==> config.mk <==
export PLATFORM = sky130hd
export DESIGN_NAME = uart_cmd_decoder
export DESIGN_NICKNAME = d
export VERILOG_FILES = /design/src/rtl/uart_cmd_decoder.sv
export SDC_FILE = /design/constraint.sdc
export NUM_CORES = 1
export LEC_CHECK = 0
export ABC_AREA = 1
export ABC_CLOCK_PERIOD_IN_PS = 9500
export BUFFER_PORTS_ARGS = -buffer_cell sky130_fd_sc_hd__buf_2
export CORE_MARGIN = 3
export CORE_UTILIZATION = 40
export CTS_BUF_LIST = sky130_fd_sc_hd__clkbuf_8
export DETAILED_ROUTE_END_ITERATION = 12
export GPL_ROUTABILITY_DRIVEN = 0
export PLACE_DENSITY = 0.68
export SLEW_MARGIN = 10
export SYNTH_ARGS = -nofsm -noshare
export SYNTH_HDL_FRONTEND = slang
export SYNTH_SLANG_ARGS = --single-unit
export TNS_END_PERCENT = 30
==> constraint.sdc <==
create_clock -name clk -period 9.5 [get_ports clk]
set_input_delay 2.375 -clock clk [delete_from_list [all_inputs] [get_ports clk]]
set_output_delay 2.375 -clock clk [all_outputs]
set_load 0.02 [all_outputs]
==> src/rtl/uart_cmd_decoder.sv <==
// 8N1 UART receiver feeding a 5-byte command-frame parser (SYNC, ADDR, DATA_HI, DATA_LO, CHK)
// that issues one-cycle register-write strobes and flags framing/checksum faults.
module uart_cmd_decoder #(
  parameter int          CLKS_PER_BIT = 87,
  parameter logic [7:0]  SYNC_BYTE    = 8'hA5,
  parameter int          TIMEOUT_BITS = 20
) (
  input  logic        clk,
  input  logic        reset,
  input  logic        serial_rx,
  output logic        wr_en,
  output logic [7:0]  wr_addr,
  output logic [15:0] wr_data,
  output logic        frame_err,
  output logic        chk_err
);

  localparam int                CNT_W    = $clog2(CLKS_PER_BIT);
  localparam logic [CNT_W-1:0]  MID_CNT  = CNT_W'((CLKS_PER_BIT - 1) / 2);
  localparam logic [CNT_W-1:0]  BIT_END  = CNT_W'(CLKS_PER_BIT - 1);
  localparam int                TO_LIMIT = TIMEOUT_BITS * CLKS_PER_BIT;
  localparam int                TO_W     = $clog2(TO_LIMIT + 1);
  localparam logic [TO_W-1:0]   TO_MAX   = TO_W'(TO_LIMIT);

  typedef enum logic [1:0] {BIT_IDLE, BIT_START, BIT_DATA, BIT_STOP} bit_state_t;
  typedef enum logic [2:0] {WAIT_SYNC, GET_ADDR, GET_HI, GET_LO, GET_CHK} frame_state_t;

  logic             rx_meta_reg;
  logic             rxs_reg;
  bit_state_t       bit_state_reg;
  logic [CNT_W-1:0] clk_cnt_reg;
  logic [2:0]       bit_idx_reg;
  logic [7:0]       shift_reg;

  frame_state_t     frame_state_reg;
  logic [7:0]       addr_hold_reg;
  logic [7:0]       hi_hold_reg;
  logic [7:0]       lo_hold_reg;
  logic [7:0]       chk_reg;
  logic [TO_W-1:0]  to_cnt_reg;

  logic stop_sample;
  logic byte_valid;
  logic stop_bad;

  // The frame parser reacts in the same cycle as the stop-bit sample so its strobes
  // land exactly one clock after that sample, just like frame_err.
  assign stop_sample = (bit_state_reg == BIT_STOP) && (clk_cnt_reg == BIT_END);
  assign byte_valid  = stop_sample && rxs_reg;
  assign stop_bad    = stop_sample && !rxs_reg;

  always_ff @(posedge clk or posedge reset) begin
    if (reset) begin
      rx_meta_reg <= 1'b1;
      rxs_reg     <= 1'b1;
    end else begin
      rx_meta_reg <= serial_rx;
      rxs_reg     <= rx_meta_reg;
    end
  end

  always_ff @(posedge clk or posedge reset) begin
    if (reset) begin
      bit_state_reg <= BIT_IDLE;
      clk_cnt_reg   <= '0;
      bit_idx_reg   <= '0;
      shift_reg     <= '0;
      frame_err     <= 1'b0;
    end else begin
      frame_err <= stop_bad;
      case (bit_state_reg)
        BIT_IDLE: begin
          if (!rxs_reg) begin
            bit_state_reg <= BIT_START;
            clk_cnt_reg   <= '0;
          end
        end
        BIT_START: begin
          if (clk_cnt_reg == MID_CNT) begin
            clk_cnt_reg   <= '0;
            bit_idx_reg   <= '0;
            bit_state_reg <= rxs_reg ? BIT_IDLE : BIT_DATA;
          end else begin
            clk_cnt_reg <= clk_cnt_reg + 1'b1;
          end
        end
        BIT_DATA: begin
          if (clk_cnt_reg == BIT_END) begin
            clk_cnt_reg <= '0;
            shift_reg   <= {rxs_reg, shift_reg[7:1]};
            bit_idx_reg <= bit_idx_reg + 3'd1;
            if (bit_idx_reg == 3'd7)
              bit_state_reg <= BIT_STOP;
          end else begin
            clk_cnt_reg <= clk_cnt_reg + 1'b1;
          end
        end
        BIT_STOP: begin
          // Leaving at mid stop bit leaves half a bit of slack before the next start edge.
          if (clk_cnt_reg == BIT_END) begin
            clk_cnt_reg   <= '0;
            bit_state_reg <= BIT_IDLE;
          end else begin
            clk_cnt_reg <= clk_cnt_reg + 1'b1;
          end
        end
        default: bit_state_reg <= BIT_IDLE;
      endcase
    end
  end

  always_ff @(posedge clk or posedge reset) begin
    if (reset) begin
      frame_state_reg <= WAIT_SYNC;
      addr_hold_reg   <= '0;
      hi_hold_reg     <= '0;
      lo_hold_reg     <= '0;
      chk_reg         <= '0;
      to_cnt_reg      <= '0;
      wr_en           <= 1'b0;
      wr_addr         <= '0;
      wr_data         <= '0;
      chk_err         <= 1'b0;
    end else begin
      wr_en   <= 1'b0;
      chk_err <= 1'b0;
      if (byte_valid) begin
        to_cnt_reg <= '0;
        case (frame_state_reg)
          WAIT_SYNC: if (shift_reg == SYNC_BYTE) frame_state_reg <= GET_ADDR;
          GET_ADDR: begin
            addr_hold_reg   <= shift_reg;
            chk_reg         <= shift_reg;
            frame_state_reg <= GET_HI;
          end
          GET_HI: begin
            hi_hold_reg     <= shift_reg;
            chk_reg         <= chk_reg ^ shift_reg;
            frame_state_reg <= GET_LO;
          end
          GET_LO: begin
            lo_hold_reg     <= shift_reg;
            chk_reg         <= chk_reg ^ shift_reg;
            frame_state_reg <= GET_CHK;
          end
          GET_CHK: begin
            if (shift_reg == chk_reg) begin
              wr_en   <= 1'b1;
              wr_addr <= addr_hold_reg;
              wr_data <= {hi_hold_reg, lo_hold_reg};
            end else begin
              chk_err <= 1'b1;
            end
            frame_state_reg <= WAIT_SYNC;
          end
          default: frame_state_reg <= WAIT_SYNC;
        endcase
      end else if (stop_bad) begin
        frame_state_reg <= WAIT_SYNC;
        to_cnt_reg      <= '0;
      end else if (frame_state_reg != WAIT_SYNC) begin
        // Inter-byte watchdog: abandon a stalled frame without raising a flag.
        if (to_cnt_reg == TO_MAX) begin
          frame_state_reg <= WAIT_SYNC;
        end else begin
          to_cnt_reg <= to_cnt_reg + 1'b1;
        end
      end else begin
        to_cnt_reg <= '0;
      end
    end
  end

endmodule

==> results.cfg, run 1 <==
[synthesis]
avgSynthCellArea_um2 = 8.74
synth_top_area_frac = 0.530
yosys.area.top_type = dfrtp_1
ys_seq_area_frac = 0.542
syn_area_um2 = 4390
synth_async_sr_flop_share = 1.00
synth_ff_type = dfrtp_1
synth_warnings = 0
yosysUniqueCellTypes = 31
ys_seq_elements = 95
synth_fp_nets = 512
synthCells = 503
synth_area_leaders = dfrtp_1 53%, nand2_1 13%, nand3_1 4.9%, inv_1 4.0%, o21ai_0 3.5%
synth_edf_count = 0
synth_common_cells = 151 x nand2_1, 93 x dfrtp_1, 47 x inv_1
synth.most_common_cell = nand2_1

[sta]
relSlewSlack = 0.514
grt_setup_unrepaired = no
fin_ws_ns = 6.21
finalSetupViolCount = 0
skew_ns = 0.0131
fmax_mhz = 304
final.setup.tns_ns = 0
timing.final.crit_share = 0.346
worstMarginPinSlew_ns = 0.730
hold_violations = 0
slew_violations = 0
fin_crit_ns = 3.29

[cts]
cts_max_level = 3
cts_resized = 0
cts_buffer_depth = 2
cts_root_buf = clkbuf_8
cts_num_sinks = 95
cts_tree = built
clock_latency_ns = 0.36
cts_hold_buffers = 0
cts_made_buffers = 9
post_cts_buffers = 0
clk_pin_slew_worst_paths_ns = 0.10

[floorplan]
die-area_um2 = 12300
rows = 37
core_um2 = 10500
die_height_um = 111
initial_utilization = 0.418
ios = 30
fp.dieW_um = 111

[route]
dr.pass1.iters = 4
drtIter0Drc = 256
avgRoutedWirePerCell_um = 12.3
dr_total_vias = 3278
drt.antenna.violating_nets = 0
finalWirelength_mm = 8.25
post-route-drc-count = 0
viasPerCell = 4.88

[power]
powerDensity_nw_per_um2 = 155
leakage_nw = 2.54
p_total_w = 0.000748
ir_drop_mv = 0.0649

[global_route]
grt.busiest_layer = met2
antenna_found_initial = 0
grt_max_degree = 53
grt_pass1_vias = 3174
grt_util_met3 = 0.0278
grt_pass1_wl_mm = 14.7
grt.met1_usage = 0.187
gr-usage-met2 = 0.233
track_usage = 0.142
grt.overflow.total = 0

[layout]
fillers = 996
antenna_cells = 0
fin_nets = 540
final_util = 0.459
drive_gt1_frac = 0.125
largest_reg_flops = 16
synthToLayoutAreaGrowth_pct = 9.80

[critical_path]
cp.buffers_inverters = 1
worst_setup_path_start_kind = register
critPathKind = reg -> out
rr_worst_depth = 8
crit_cells = 1
r2r_end = chk_reg[5]
critPathSlowestCell = dfrtp_1
path_cells = buf_2
crit_family = flip-flops
timing.rr.start = clk_cnt_reg[0]
cp_data_required_time_ns = 7.13
r2r_slack_ns = 7.41
slowest_delay_ns = 0.39
cp_data_arrival_time_ns = 0.92
end_kind = output port
crit_fanout = 2

[min_path]
min_delay_path_depth = 0
hold_start = rx_meta_reg
min_to = rxs_reg
hold_class = reg -> reg

[job]
cap_viol_max_count = 0

[placed_design]
dpl.hpwl_mm = 5.86
numPortBuffers = 29
dp_slack_ns = 5.80

[outcome]
status = completed
==> cells in the final DEF (no fill, tap or decap) <==
cell type	netlist	layout
clkinvlp_4	0	1
nor2_8	2	2
nand3_1	43	43
nand2_4	4	4
buf_4	2	2
ha_1	6	6
inv_6	1	2
nor3_1	10	10
o21ai_2	2	2
dfrtp_1	93	93
bufinv_16	0	2
nand4_4	1	1
o21ai_1	15	15
o21a_1	1	1
clkinv_4	0	2
nand4_1	7	7
o21ai_0	31	31
nor2_1	34	34
inv_1	47	47
a21oi_1	14	14
a31oi_1	1	1
xor2_1	10	10
o22ai_1	4	4
nand2_2	3	3
nor2_2	1	1
clkbuf_8	0	9
inv_2	2	2
clkinv_2	0	1
dfstp_2	2	2
nor2_4	1	1
xnor2_1	2	2
buf_2	2	29
nor3_4	1	1
nand2_1	151	151
==> final cells by class <==
class                   count  area [µm²]  share of cell area
clock buffers               9         124              0.0257
clock inverters             7        97.6              0.0202
inverters                  50         194              0.0402
multi-input cells         344        1700               0.352
flip-flops and latches     95        2380               0.493
well taps                 136         170              0.0353
repair buffers             31         160              0.0332
==> routing by layer <==
metal  share of wire  vias to the layer above
met2            0.48                       54
met5               0                        -
li1                -                     1667
met3           0.043                        7
met4           0.014                        0
met1            0.47                     1550
==> metrics by stage <==
step                      area (µm²)  instances  hold slack (ns)
final                           4820        672            0.360
after global placement          4600        656            0.348
after floorplan                 4390        503            0.345
after global routing            4820        672            0.368
after CTS                       4820        672            0.361
after detailed placement        4600        656            0.348
==> kinds of logic (layout without fill, tap and decap cells) <==
group	count (synthesis)	count (layout)	synth area share
and+or+nand+nor	258	258	0.265
buffers and inverters	64	97	0.0718
AOI/OAI and AO/OA	68	68	0.0812
DFF	95	95	0.542
adders and majority gates	6	6	0.0171
xor gates and xnor gates	12	12	0.0239
==> power by group <==
part,internal [W],leakage (nW),switching [W]
combinational,0.0000107,1.11,0.0000277
clock,0.000149,0.111,0.000143
sequential,0.000410,1.31,0.00000665
==> worst max-delay path by stage <==
stage	start	end	slack, ns
6_report	wr_addr[2]	wr_addr[2]	6.21
4_1_cts	wr_data[12]	wr_data[12]	6.19
2_1_floorplan	reset	asynchronous set/reset pin	4.65
3_5_place_dp	reset	wr_data[8]	5.80
5_1_grt	reset	chk_reg[5]	6.06
3_3_place_gp	reset	wr_data[10]	5.85
Note: power is estimated with default switching activity, not from simulation.
==> inputs of run 2 (changes only) <==
- ABC_AREA: 1 -> 0
- ABC_CLOCK_PERIOD_IN_PS: 9500 -> 2700
- PLACE_DENSITY: 0.68 -> 0.7
- clock period: 9.5 -> 2.7 ns (I/O delays scaled with it)
==> run 2 against run 1 <==
Register-to-register slack lost 7.0 ns. Wire length down 6.4%. First-iteration DRC count is 27% lower. Core utilization increased by 0.66 points. Design area increased by 0.54%. Sequential cell count unchanged. Die area shrank 1.5%. Clock power increased to 3.2 times the previous value. Critical path depth is 6 higher. Combinational power grew 130%. Count of clock-buffer cells in the layout stayed put. Critical path type is now reg -> reg. Largest cell class unchanged.
==> results.cfg, run 2 <==
[outcome]
status = completed

[critical_path]
slowest_delay_ns = 0.44
end_kind = register
critPathSlowestCell = and3_1
rr_worst_depth = 7
crit_family = simple AND/OR/NAND/NOR gates
critPathKind = reg -> reg
cp_data_required_time_ns = 2.95
cp.buffers_inverters = 2
worst_setup_path_start_kind = register
crit_fanout = 14
crit_cells = 7
path_cells = inv_1, ha_1, nand2_1, nor4_1, buf_4, and3_1, mux2_2
cp_data_arrival_time_ns = 2.52

[power]
pwr-share-clk = 0.379
powerDensity_nw_per_um2 = 511
leakage_nw = 2.47
intPower_w = 0.00190
ir_drop_mv = 0.281
p_sw_w = 0.000575
seq_power_share = 0.586
switching_share = 0.232
combPwrFrac = 0.035

[route]
drtIter0Drc = 186
viasPerCell = 5.25
drt.antenna.violating_nets = 0
avgRoutedWirePerCell_um = 15.0
finalWirelength_mm = 7.72
dr.pass1.iters = 4
dr_total_vias = 2699
post-route-drc-count = 0

[synthesis]
ys_seq_area_frac = 0.551
synth_async_sr_flop_share = 1.00
synth_top_area_frac = 0.538
ys_seq_elements = 95
synth_fp_nets = 351
yosysUniqueCellTypes = 49
synth.most_common_cell = dfrtp_1
synth_area_leaders = dfrtp_1 54%, mux2_2 9.6%, mux2_4 6.6%, xor2_1 2.8%, mux2i_1 2.1%
yosys.area.top_type = dfrtp_1
synth_edf_count = 0
avgSynthCellArea_um2 = 12.6
synthCells = 342
synth_warnings = 0
synth_common_cells = 93 x dfrtp_1, 37 x mux2_2, 19 x mux2_4, 19 x nand2_1, 19 x nor2_1
synth_ff_type = dfrtp_1
syn_area_um2 = 4320

[min_path]
hold_class = reg -> reg
min_delay_path_depth = 0

[sta]
slew_violations = 0
fmax_mhz = 440
hold_violations = 0
grt_setup_unrepaired = no
timing.final.crit_share = 0.841
final.setup.tns_ns = 0
worstMarginPinSlew_ns = 0.784
finalSetupViolCount = 0
fin_crit_ns = 2.27
skew_ns = 0.0125
relSlewSlack = 0.464

[layout]
multi_input_area_um2 = 1810
fillers = 939
layout_commonest_cell = dfrtp_1
fin_nets = 382
ff_latch_area_um2 = 2380
mostFrequentLayoutCells = 93 x dfrtp_1, 37 x mux2_2, 29 x buf_2
finish.instance_area_um2 = 4850
largest_reg_flops = 16
synthToLayoutAreaGrowth_pct = 12.2
drive_gt1_frac = 0.317
antenna_cells = 0

[global_route]
grt_pass1_wl_mm = 13.2
antenna_found_initial = 0
grt_max_degree = 43
grt.overflow.total = 0
grt_pass1_vias = 2703
track_usage = 0.139

[cts]
cts_root_buf = clkbuf_8
cts_hold_buffers = 0
cts_num_sinks = 95
cts_resized = 0
post_cts_buffers = 0
cts_buffer_depth = 2
cts_made_buffers = 9
clock_latency_ns = 0.36
cts_max_level = 3
clk_pin_slew_worst_paths_ns = 0.10
cts_tree = built

[floorplan]
ios = 30
die-area_um2 = 12100
initial_utilization = 0.415
fp.dieW_um = 110
rows = 37
die_height_um = 110
core_um2 = 10400

[job]
cap_viol_max_count = 0

[placed_design]
dpl.hpwl_mm = 5.30
numPortBuffers = 29
place_area_um2 = 4650
## run 2: cell count changes after synthesis, sizes merged, moves of 9 or more
cell,previous run,this run
nand2,158,19
inv,50,10
clkbuf,2,12
mux2,0,56
o21ai,48,4
nor3,11,2
nor2,38,19
mux2i,0,9
nand3,43,7
## run 2: routing by layer
layer | track usage | part of all wire | vias up
met5 | 0 | 0 | -
met4 | 0.0356 | 0.0091 | 0
met3 | 0.0352 | 0.046 | 7
met2 | 0.242 | 0.50 | 61
met1 | 0.171 | 0.45 | 1352
li1 | - | - | 1279
## run 2: final timing paths
path	endpoint	start	slack, ns
setup / recovery	lo_hold_reg[7]	clk_cnt_reg[0]	0.43
setup reg to reg	lo_hold_reg[7]	clk_cnt_reg[0]	0.43
min in group asynchronous	addr_hold_reg[6]	reset	0.39
hold reg to reg	rxs_reg	rx_meta_reg	0.37
hold / removal	rxs_reg	rx_meta_reg	0.37
max in group asynchronous	rx_meta_reg	reset	1.69
## run 2: through the flow
| stage | cells | util | hold slack [ns] | total power, W | setup WS (ns) |
|---|---|---|---|---|---|
| finish | 514 | 0.466 | 0.366 | 0.00248 | 0.429 |
| global route | 514 | 0.466 | 0.372 | 0.00260 | 0.296 |
| CTS | 514 | 0.466 | 0.370 | 0.00252 | 0.427 |
| detailed placement | 498 | 0.446 | 0.355 | 0.00157 | 0.434 |
| global placement | 498 | 0.446 | 0.346 | 0.00157 | 0.503 |
| floorplan | 342 | - | 0.345 | 0.00154 | 0.647 |
## run 2: layout make-up
| class | count | area share |
|---|---|---|
| sequential | 95 | 0.491 |
| multi-input combinational | 218 | 0.374 |
| timing repair buffer | 39 | 0.0506 |
| tap | 136 | 0.0351 |
| clock buffer | 9 | 0.0255 |
| clock inverter | 7 | 0.0157 |
| inverter | 10 | 0.00851 |
## run 2: power groups by stage
stage / Clock (W) / Combinational (W) / Sequential, W
after CTS: 0.000981 / 0.0000893 / 0.00145
final: 0.000941 / 0.0000864 / 0.00145
after floorplan: 0 / 0.0000629 / 0.00148
after detailed placement: 0 / 0.0000886 / 0.00148
after global routing: 0.00104 / 0.000102 / 0.00146
after global placement: 0 / 0.0000859 / 0.00148
## run 2: logic make-up (layout without fill, tap and decap cells)
family / Yosys count / count (layout) / synth area share
DFF: 95 / 95 / 0.551
and+or+nand+nor: 83 / 83 / 0.108
muxes: 65 / 65 / 0.183
AOI/OAI and AO/OA: 45 / 45 / 0.0724
buffers and inverters: 29 / 65 / 0.0298
xor gates and xnor gates: 19 / 19 / 0.0385
adders and majority gates: 6 / 6 / 0.0174
## run 2: worst register-to-register path, cell delays in order (launching register included)
cell and delay, ns:
dfrtp_1 0.41, inv_1 0.10, ha_1 0.18, nand2_1 0.11
nor4_1 0.29, buf_4 0.24, and3_1 0.44, mux2_2 0.39
==> inputs of run 3 (changes only) <==
- ABC_CLOCK_PERIOD_IN_PS: 2700 -> 2100
- PLACE_DENSITY: 0.7 -> 0.68
- clock period: 2.7 -> 2.1 ns (I/O delays scaled with it)
==> run 3 against run 2 <==
Sequential share of layout area down 1.6 points. Critical path depth is the same. Highest routed layer unchanged. Die area stayed put. Sequential power grew 28%. Global-route usage up 0.70 points. Non-clock buffer count rose by 19. Wire length increased by 5.4%. Clock power up 22%. Design area increased by 3.5%. Count of clock-buffer cells in the layout stayed put. Maximum frequency grew 12%. Setup slack worse by 0.35 ns.
==> results.cfg, run 3 (synthesized netlist as in run 2, its figures left out) <==
[critical_path]
cp_data_arrival_time_ns = 2.28
worst_setup_path_start_kind = register
cp_data_required_time_ns = 2.36
slowest_delay_ns = 0.46
crit_top_cell = buf_4
crit_fanout = 8
cp.buffers_inverters = 3
critPathKind = reg -> reg
critPathSlowestCell = dfrtp_1
crit_family = simple AND/OR/NAND/NOR gates
end_kind = register
path_cells = nand4bb_1, nor4_2, buf_4, buf_4, nand3b_1, buf_4, mux2_2

[global_route]
grt.busiest_layer = met2
grt_pass1_wl_mm = 13.5
grt_max_degree = 35
track_usage = 0.146
grt.overflow.total = 0
grt_pass1_vias = 2777
grt_util_met3 = 0.0440
gr-usage-met2 = 0.250
antenna_found_initial = 0
grt.met1_usage = 0.177

[cts]
cts_made_buffers = 9
cts_num_sinks = 95
cts_buffer_depth = 2
cts_hold_buffers = 0
cts_max_level = 3
clock_latency_ns = 0.38
cts_tree = built
clk_pin_slew_worst_paths_ns = 0.10
cts_root_buf = clkbuf_8

[route]
dr_total_vias = 2741
drt.antenna.violating_nets = 0
avgRoutedWirePerCell_um = 15.3
drtIter0Drc = 115
dr.pass1.iters = 4
post-route-drc-count = 0
finalWirelength_mm = 8.14
viasPerCell = 5.14

[floorplan]
fp.dieW_um = 110
initial_utilization = 0.415
ios = 30
rows = 37
core_um2 = 10400
die_height_um = 110
die-area_um2 = 12100

[layout]
antenna_cells = 0
largest_reg_flops = 16
synthToLayoutAreaGrowth_pct = 16.2
drive_gt1_frac = 0.360
mostFrequentLayoutCells = 92 x dfrtp_1, 37 x mux2_2, 29 x buf_2, 25 x buf_4
fin_nets = 401
fillers = 937
final_util = 0.482
layout_commonest_cell = dfrtp_1
ff_latch_area_um2 = 2380
multi_input_area_um2 = 1830

[outcome]
status = completed

[placed_design]
numPortBuffers = 29
dpl.hpwl_mm = 5.78

[power]
powerDensity_nw_per_um2 = 626
p_total_w = 0.00314
ir_drop_mv = 0.313
leakage_nw = 2.56

[sta]
slew_violations = 0
worstMarginPinSlew_ns = 0.560
fin_crit_ns = 2.02
skew_ns = 0.0114
finalSetupViolCount = 0
fmax_mhz = 495
grt_setup_unrepaired = yes
timing.final.crit_share = 0.961
hold_violations = 0
relSlewSlack = 0.626

[job]
cap_viol_max_count = 0

[min_path]
hold_class = in -> async
run 3: changes by cell type in the layout (fill, tap and decap cells not counted), sizes merged:
cell | previous run | this run
clkinv | 1 | 2
buf | 39 | 58
clkinvlp | 1 | 2
inv | 14 | 13
bufinv | 1 | 0
run 3: area by class of cell:
cell class              instances  share of cell area
flip-flops and latches         95               0.474
inverters                      10             0.00822
well taps                     136              0.0339
repair buffers                 58              0.0822
clock inverters                 7              0.0132
multi-input cells             218               0.364
clock buffers                   9              0.0247
run 3: final timing paths:
| kind | startpoint | to | slack, ns | cells after the start |
|---|---|---|---|---|
| max | clk_cnt_reg[5] | hi_hold_reg[0] | 0.08 | 7 |
| min | reset | clk_cnt_reg[4] | 0.20 | 2 |
| max reg2reg | clk_cnt_reg[5] | hi_hold_reg[0] | 0.08 | 7 |
| min reg2reg | rx_meta_reg | rxs_reg | 0.36 | 0 |
| max in group asynchronous | reset | rx_meta_reg | 1.32 | 3 |
| min in group clk | serial_rx | rx_meta_reg | 0.25 | 1 |
run 3: power by group:
| group | total [W] | leakage, nW | switching, W | internal, W |
|---|---|---|---|---|
| sequential | 0.00186 | 1.31 | 0.0000165 | 0.00185 |
| clock | 0.00115 | 0.0953 | 0.000696 | 0.000459 |
| combinational | 0.000128 | 1.15 | 0.0000804 | 0.0000477 |
| total | 0.00314 | 2.56 | 0.000793 | 0.00235 |
run 3: worst register-to-register path, stage by stage, from the launching register on:
cell and delay [ns]:
dfrtp_1 0.46, nand4bb_1 0.32, nor4_2 0.29, buf_4 0.15, buf_4 0.13, nand3b_1 0.09, buf_4 0.19, mux2_2 0.28
run 3: what timing repair did:
action / CTS / global route
setup buffers: 0 / 1
gates resized for setup: 1 / 3
pin swaps: 0 / 1
endpoints found under the setup margin: 1 / 33
run 3: layer usage:
layer | part of all wire | vias up
met5 | 0 | -
met4 | 0.015 | 0
li1 | - | 1317
met3 | 0.039 | 15
met1 | 0.45 | 1371
met2 | 0.50 | 38
run 3: stage by stage:
step	worst slack, ns	std cells	cell area [µm²]	setup TNS, ns	hold slack [ns]
detailed placement	-0.0841	516	4810	-0.0841	0.349
CTS	0.0324	532	5000	0	0.185
finish	0.0811	533	5020	0	0.198
global placement	-0.0523	516	4810	-0.0523	0.348
floorplan	0.0473	342	4330	0	0.345
global route	-0.0280	533	5020	-0.111	0.209
